$ cat src/rtl/lsfr_pkg.sv
// Shared constants and step function for the 10-bit Fibonacci LFSR.
// Polynomial x^10 + x^7 + 1, maximal length 1023.
package lsfr_pkg;

    localparam int LFSR_W = 10;
    localparam int TAP_HI = 9;
    localparam int TAP_LO = 6;
    localparam logic [LFSR_W-1:0] DEFAULT_SEED = 10'h001;
    localparam int PERIOD = 1023;

    function automatic logic [LFSR_W-1:0] lfsr_step(
        input logic [LFSR_W-1:0] state
    );
        logic w_fb;
        w_fb = state[TAP_HI] ^ state[TAP_LO];
        return {state[LFSR_W-2:0], w_fb};
    endfunction

    // All-zero seed would lock the register, so substitute the default.
    function automatic logic [LFSR_W-1:0] legal_seed(
        input logic [LFSR_W-1:0] seed
    );
        return (seed == '0) ? DEFAULT_SEED : seed;
    endfunction

endpackage

$ cat src/rtl/ten_bit_lsfr.sv
// 10-bit Fibonacci LFSR with seed legalisation and lock-up recovery.
// Output is the state register, zero-extended to OUT_W bits.
module ten_bit_lsfr
    import lsfr_pkg::*;
#(
    parameter logic [11:0] START_NUM = 12'h001,
    parameter int          OUT_W     = 10
) (
    output logic [OUT_W-1:0] lsfr_num,
    input  logic             clk,
    input  logic             reset
);

    if (OUT_W < LFSR_W || OUT_W > 32) begin : g_bad_width
        $fatal(1, "ten_bit_lsfr: OUT_W must be in 10..32");
    end

    localparam logic [LFSR_W-1:0] SEED =
        legal_seed(START_NUM[LFSR_W-1:0]);

    logic [LFSR_W-1:0] r_state;
    logic [LFSR_W-1:0] w_next;

    assign w_next = lfsr_step(r_state);

    // A zero state can only come from upset or force; reseed on it.
    always_ff @(posedge clk) begin
        if (!reset || r_state == '0) begin
            r_state <= SEED;
        end else begin
            r_state <= w_next;
        end
    end

    assign lsfr_num = OUT_W'(r_state);

endmodule

$ cat config.mk
export PLATFORM = sky130hd
export DESIGN_NAME = ten_bit_lsfr
export DESIGN_NICKNAME = d
export VERILOG_FILES = /design/src/rtl/lsfr_pkg.sv /design/src/rtl/ten_bit_lsfr.sv
export SDC_FILE = /design/constraint.sdc
export NUM_CORES = 1
export LEC_CHECK = 0
export ABC_AREA = 1
export BUFFER_PORTS_ARGS = -buffer_cell sky130_fd_sc_hd__clkbuf_2
export CELL_PAD_IN_SITES_DETAIL_PLACEMENT = 1
export CELL_PAD_IN_SITES_GLOBAL_PLACEMENT = 2
export CORE_MARGIN = 1
export CORE_UTILIZATION = 26
export DETAILED_ROUTE_END_ITERATION = 16
export GPL_TIMING_DRIVEN = 0
export PLACE_DENSITY_LB_ADDON = 0.1
export SYNTH_ARGS = -nofsm -noshare
export SYNTH_HDL_FRONTEND = slang
export SYNTH_SLANG_ARGS = --single-unit
$ cat constraint.sdc
create_clock -name clk -period 1.3 [get_ports clk]
set_clock_uncertainty 0.2 [all_clocks]
set_input_delay 0.195 -clock clk [delete_from_list [all_inputs] [get_ports clk]]
set_output_delay 0.195 -clock clk [all_outputs]
set_load 0.01 [all_outputs]
After elaboration in Yosys (flattened, before gate mapping)
Cells that the tools add are included.
{ "word_totals": {"regBits": 10, "input_bits": 2, "output_inout_bits": 10, "word_cells": 5} }
{ "classes": {"bitwise_logic": 1, "reduce_logical": 3} }
{ "op_table": {"columns": ["cell", "count"], "rows": [
  ["10-bit zero test", 1],
  ["1-bit zero test", 1],
  ["1-bit logical OR", 1],
  ["1-bit bitwise XOR", 1]
]} }

Longest topological paths before layout
{ "depth": {"word_depth": 2, "mapped_depth": 5, "depth_no_buf": 5} }

Least setup slack after synthesis
No wires, ideal clock.
{ "synth_path": {"path_type": "reg-to-reg", "start": "register r_state[9], in the netlist lsfr_num[9]", "end": "register r_state[1], in the netlist lsfr_num[1]", "setup_ns": 0.117, "t_arrival_ns": 0.734, "required_ns": 0.983, "setup_slack_ns": 0.248, "path_stages_with_launch": 5, "path_buffers": 0, "synth_period_minus_slack_ns": 1.052, "cell_sequence": "dfxtp_1 -> nor2_2 -> nand3_2 -> o21bai_4 -> nor2_1"} }
{ "synth_via": {"elab_chain_cells": 2} }
{ "synth_lines": {"columns": ["item", "line_no", "rtl"], "rows": [
  ["start, declared", "ten_bit_lsfr.sv:21", "logic [LFSR_W-1:0] r_state;"],
  ["start signal, assigned", "ten_bit_lsfr.sv:31", "r_state <= w_next;"],
  ["10-bit zero test", "ten_bit_lsfr.sv:28", "if (!reset || r_state == '0) begin"],
  ["1-bit logical OR", "ten_bit_lsfr.sv:28", null]
]} }
No other way between the ends.
A chain may end at the register's enable or synchronous reset.

Final worst setup path
{ "layout_path": {"start": "register r_state[6], in the netlist lsfr_num[6]", "end": "output lsfr_num[6]"} }
{ "layout_rtl": {"columns": ["item", "line_no", "rtl"], "rows": [
  ["end, declared", "ten_bit_lsfr.sv:9", "output logic [OUT_W-1:0] lsfr_num,"]
]} }
No word-level cell between the ends.

==> impl_metrics.env <==
export IMPL_initial_antenna_violation_count=0
export IMPL_post_dp_hpwl_um=550
export IMPL_final_net_count=70
export IMPL_globalplace_congestion=0.663
export IMPL_seq_area_frac_synth=0.479
export IMPL_critical_path_n_buffers_inverters=2
export IMPL_synth_area_per_cell_um2=8.19
export IMPL_ctsLongestPathBuffers=2
export IMPL_power_leakage_nw=0.302
export IMPL_async_reset_ff_frac=0
export IMPL_buffer_ports_inserted=11
export IMPL_drc=0
export IMPL_max_freq_mhz=799
export IMPL_crit_path_max_incr_delay_ns=0.36
export IMPL_worstPathCellList="buf_4 > clkbuf_2"
export IMPL_timing_final_max_slew_violations=0
export IMPL_multiInputGateArea_um2=105
export IMPL_via_count=310
export IMPL_tritoncts="yes"
export IMPL_combinational_family_with_the_most_area_after_synthesis="buffers and inverters"
export IMPL_yosys_area_share_adder=0
export IMPL_synth_top_cells_by_count="sky130_fd_sc_hd__inv_1 (12), sky130_fd_sc_hd__dfxtp_1 (10), sky130_fd_sc_hd__nor2_1 (10)"
export IMPL_antenna_violating_nets_post_route=0
export IMPL_cell_area_after_technology_mapping_um2=418
export IMPL_die_x_um=42.1
export IMPL_dieHeight_um=42.1
export IMPL_final_design_area_no_fill_um2=544
export IMPL_power_frac_clock=0.410
export IMPL_first_pass_iters=2
export IMPL_power_frac_seq=0.476
export IMPL_status="completed"
export IMPL_intPower_mw=0.524
export IMPL_setup_violations=0
export IMPL_wirelength_um=699
export IMPL_synth_top_cell_by_area="sky130_fd_sc_hd__dfxtp_1"
export IMPL_power_per_cell_area_mw_per_mm2=1250
export IMPL_post_synth_xor_area_fraction=0.0210
export IMPL_comb_power_share=0.114
export IMPL_setup_crit_start_kind="flop"
export IMPL_num_io_pins=12
export IMPL_mux_share_of_post_synthesis_cell_area=0
export IMPL_switching_power_mw=0.157
export IMPL_cp_data_arrival_time_ns=0.86
export IMPL_synthDistinctLibCells=10
export IMPL_min_delay_worst_type="reg2reg"
export IMPL_viasPerCell=3.73
export IMPL_syn_nets=53
export IMPL_biggest_fanout_along_the_worst_timing_path=4
export IMPL_relSlewSlack=0.856
export IMPL_netlist_area_leader_share=0.479
export IMPL_average_routed_wire_per_standard_cell_um=8.42
export IMPL_grt_setup_unrepaired="false"
export IMPL_drt_iter0_drc=6
export IMPL_aggregate_negative_setup_slack_ns=0
export IMPL_area_growth_syn_to_layout_pct=30.2
export IMPL_antennaDiodeCount=0
export IMPL_grt_max_degree=7
export IMPL_complex_gate_fraction_of_the_synthesized_area=0.0449
export IMPL_timing_setup_critical_path_class="reg2out"
export IMPL_worst_slew_pin_slew_ns=0.215
export IMPL_crit_path_end_kind="primary output"
export IMPL_ys_warnings_count=0
export IMPL_synth_edff_count=0
export IMPL_finalCriticalPeriod_ns=1.25
export IMPL_synth_simple_gate_area_frac=0.186
export IMPL_swShare=0.230
export IMPL_buffer_count_from_post_cts_setup_fixing=0
export IMPL_synthTopCellsByArea="sky130_fd_sc_hd__dfxtp_1 (48%), sky130_fd_sc_hd__buf_4 (16%), sky130_fd_sc_hd__inv_1 (11%), sky130_fd_sc_hd__nor2_1 (9.0%), sky130_fd_sc_hd__nand2_1 (4.5%)"
export IMPL_regArea_um2=205
export IMPL_period_share=0.963
export IMPL_placeableCoreArea_mm2=0.00151
export IMPL_cts_buffer_count=3
export IMPL_largest_register_ff_count=10
export IMPL_clk_transition_reported_paths_ns=0.07
export IMPL_synth_most_common_cell="sky130_fd_sc_hd__inv_1"
export IMPL_postSynthCellCount=51
export IMPL_grt_remaining_overflow=0
export IMPL_finalHoldViolations=0
export IMPL_cpLargestDelayFamily="flip-flops"
export IMPL_design_die_area_mm2=0.00177
export IMPL_vdd_ir_drop_max_v=0.000486
export IMPL_cts_htree_levels=1
export IMPL_synth_top_flop_cell="sky130_fd_sc_hd__dfxtp_1"
export IMPL_fillers=190
export IMPL_place_area_um2=493
export IMPL_std_cell_rows=14
export IMPL_cp_data_required_time_ns=0.90
export IMPL_numClockSinks=10
export IMPL_clock_tree_root_cell="sky130_fd_sc_hd__clkbuf_4"
export IMPL_critical_path_slowest_cell="sky130_fd_sc_hd__dfxtp_4"
export IMPL_initial_utilization=0.277
export IMPL_groute_usage_overall=0.0992
export IMPL_maxcap_violations=0
export IMPL_clock_insertion_delay_worst_skew_ns=0.26
export IMPL_layout_drive_gt1_share=0.433
export IMPL_number_of_global_route_vias_before_repair=285
export IMPL_grt_first_pass_wirelength_um=1260
export IMPL_yosys_register_bits=10
==> cell families after synthesis <==
logic type,Yosys count
buffers and inverters,21
XOR/XNOR,1
AND/OR/NAND/NOR,18
AO/OA/AOI/OAI,1
flip-flops,10
==> final timing paths <==
check / endpoint / depth (start not counted) / start / slack [ns]
worst min-delay path: lsfr_num[4] / 2 / lsfr_num[3] / 0.24
worst max register to register: lsfr_num[1] / 4 / lsfr_num[3] / 0.12
worst max-delay path: lsfr_num[6] / 2 / lsfr_num[6] / 0.05
worst min register to register: lsfr_num[4] / 2 / lsfr_num[3] / 0.24
==> final cells by class <==
| class | count | area share |
|---|---|---|
| Clock buffer | 4 | 0.0667 |
| Tap cell | 16 | 0.0368 |
| Inverter | 12 | 0.0828 |
| Timing Repair Buffer | 12 | 0.120 |
| Multi-Input combinational cell | 20 | 0.193 |
| Sequential cell | 10 | 0.377 |
| Buffer | 9 | 0.124 |
==> metal layers <==
metal / vias up / GRT usage / routed length [um] / share of wire
met3: 2 / 0.0388 / 37 / 0.053
li1: 169 / - / - / -
met5: - / 0 / 0 / 0
met2: 9 / 0.128 / 279 / 0.40
met1: 130 / 0.138 / 377 / 0.54
met4: 0 / 0.0563 / 4 / 0.0057
==> placed cells by master, fill, tap and decap left out <==
cell type / n
sky130_fd_sc_hd__dfxtp_4: 1
sky130_fd_sc_hd__nor2_2: 1
sky130_fd_sc_hd__buf_4: 9
sky130_fd_sc_hd__clkbuf_8: 1
sky130_fd_sc_hd__nand3_2: 1
sky130_fd_sc_hd__clkbuf_4: 3
sky130_fd_sc_hd__clkbuf_2: 11
sky130_fd_sc_hd__dfxtp_2: 1
sky130_fd_sc_hd__nand2_1: 5
sky130_fd_sc_hd__dfxtp_1: 8
sky130_fd_sc_hd__xnor2_1: 1
sky130_fd_sc_hd__nor2_1: 10
sky130_fd_sc_hd__o21bai_4: 1
sky130_fd_sc_hd__nand3_1: 1
sky130_fd_sc_hd__dlygate4sd3_1: 1
sky130_fd_sc_hd__inv_1: 12
==> power groups by stage <==
stage,Clock [mW],Combinational [mW],Sequential [mW]
2_1_floorplan,0,0.0565,0.331
4_1_cts,0.289,0.0794,0.326
5_1_grt,0.302,0.0876,0.327
6_report,0.279,0.0779,0.324
3_5_place_dp,0,0.0770,0.334
3_3_place_gp,0,0.0765,0.334
==> metrics by stage <==
step / worst slack (ns) / total power, mW / std cells / hold slack, ns / utilization
finish: 0.0477 / 0.681 / 83 / 0.242 / 0.361
global route: 0.00109 / 0.716 / 83 / 0.275 / 0.361
CTS: 0.0311 / 0.695 / 83 / 0.249 / 0.359
detailed placement: 0.111 / 0.411 / 78 / 0.238 / 0.327
global placement: 0.114 / 0.410 / 78 / 0.240 / 0.327
floorplan: 0.248 / 0.388 / 51 / 0.0791 / -
==> timing repair <==
item                                    CTS  global route
hold buffers                              1             0
endpoints found under the hold margin     2             0
endpoints found under the setup margin    1             2
resized for setup                         1             2
==> tightest hold or removal path, stage by stage (launching register included) <==
cell	delay [ns]
sky130_fd_sc_hd__dfxtp_1	0.32
sky130_fd_sc_hd__inv_1	0.05
sky130_fd_sc_hd__nor2_1	0.04
Power figures use the tool's default switching activity.
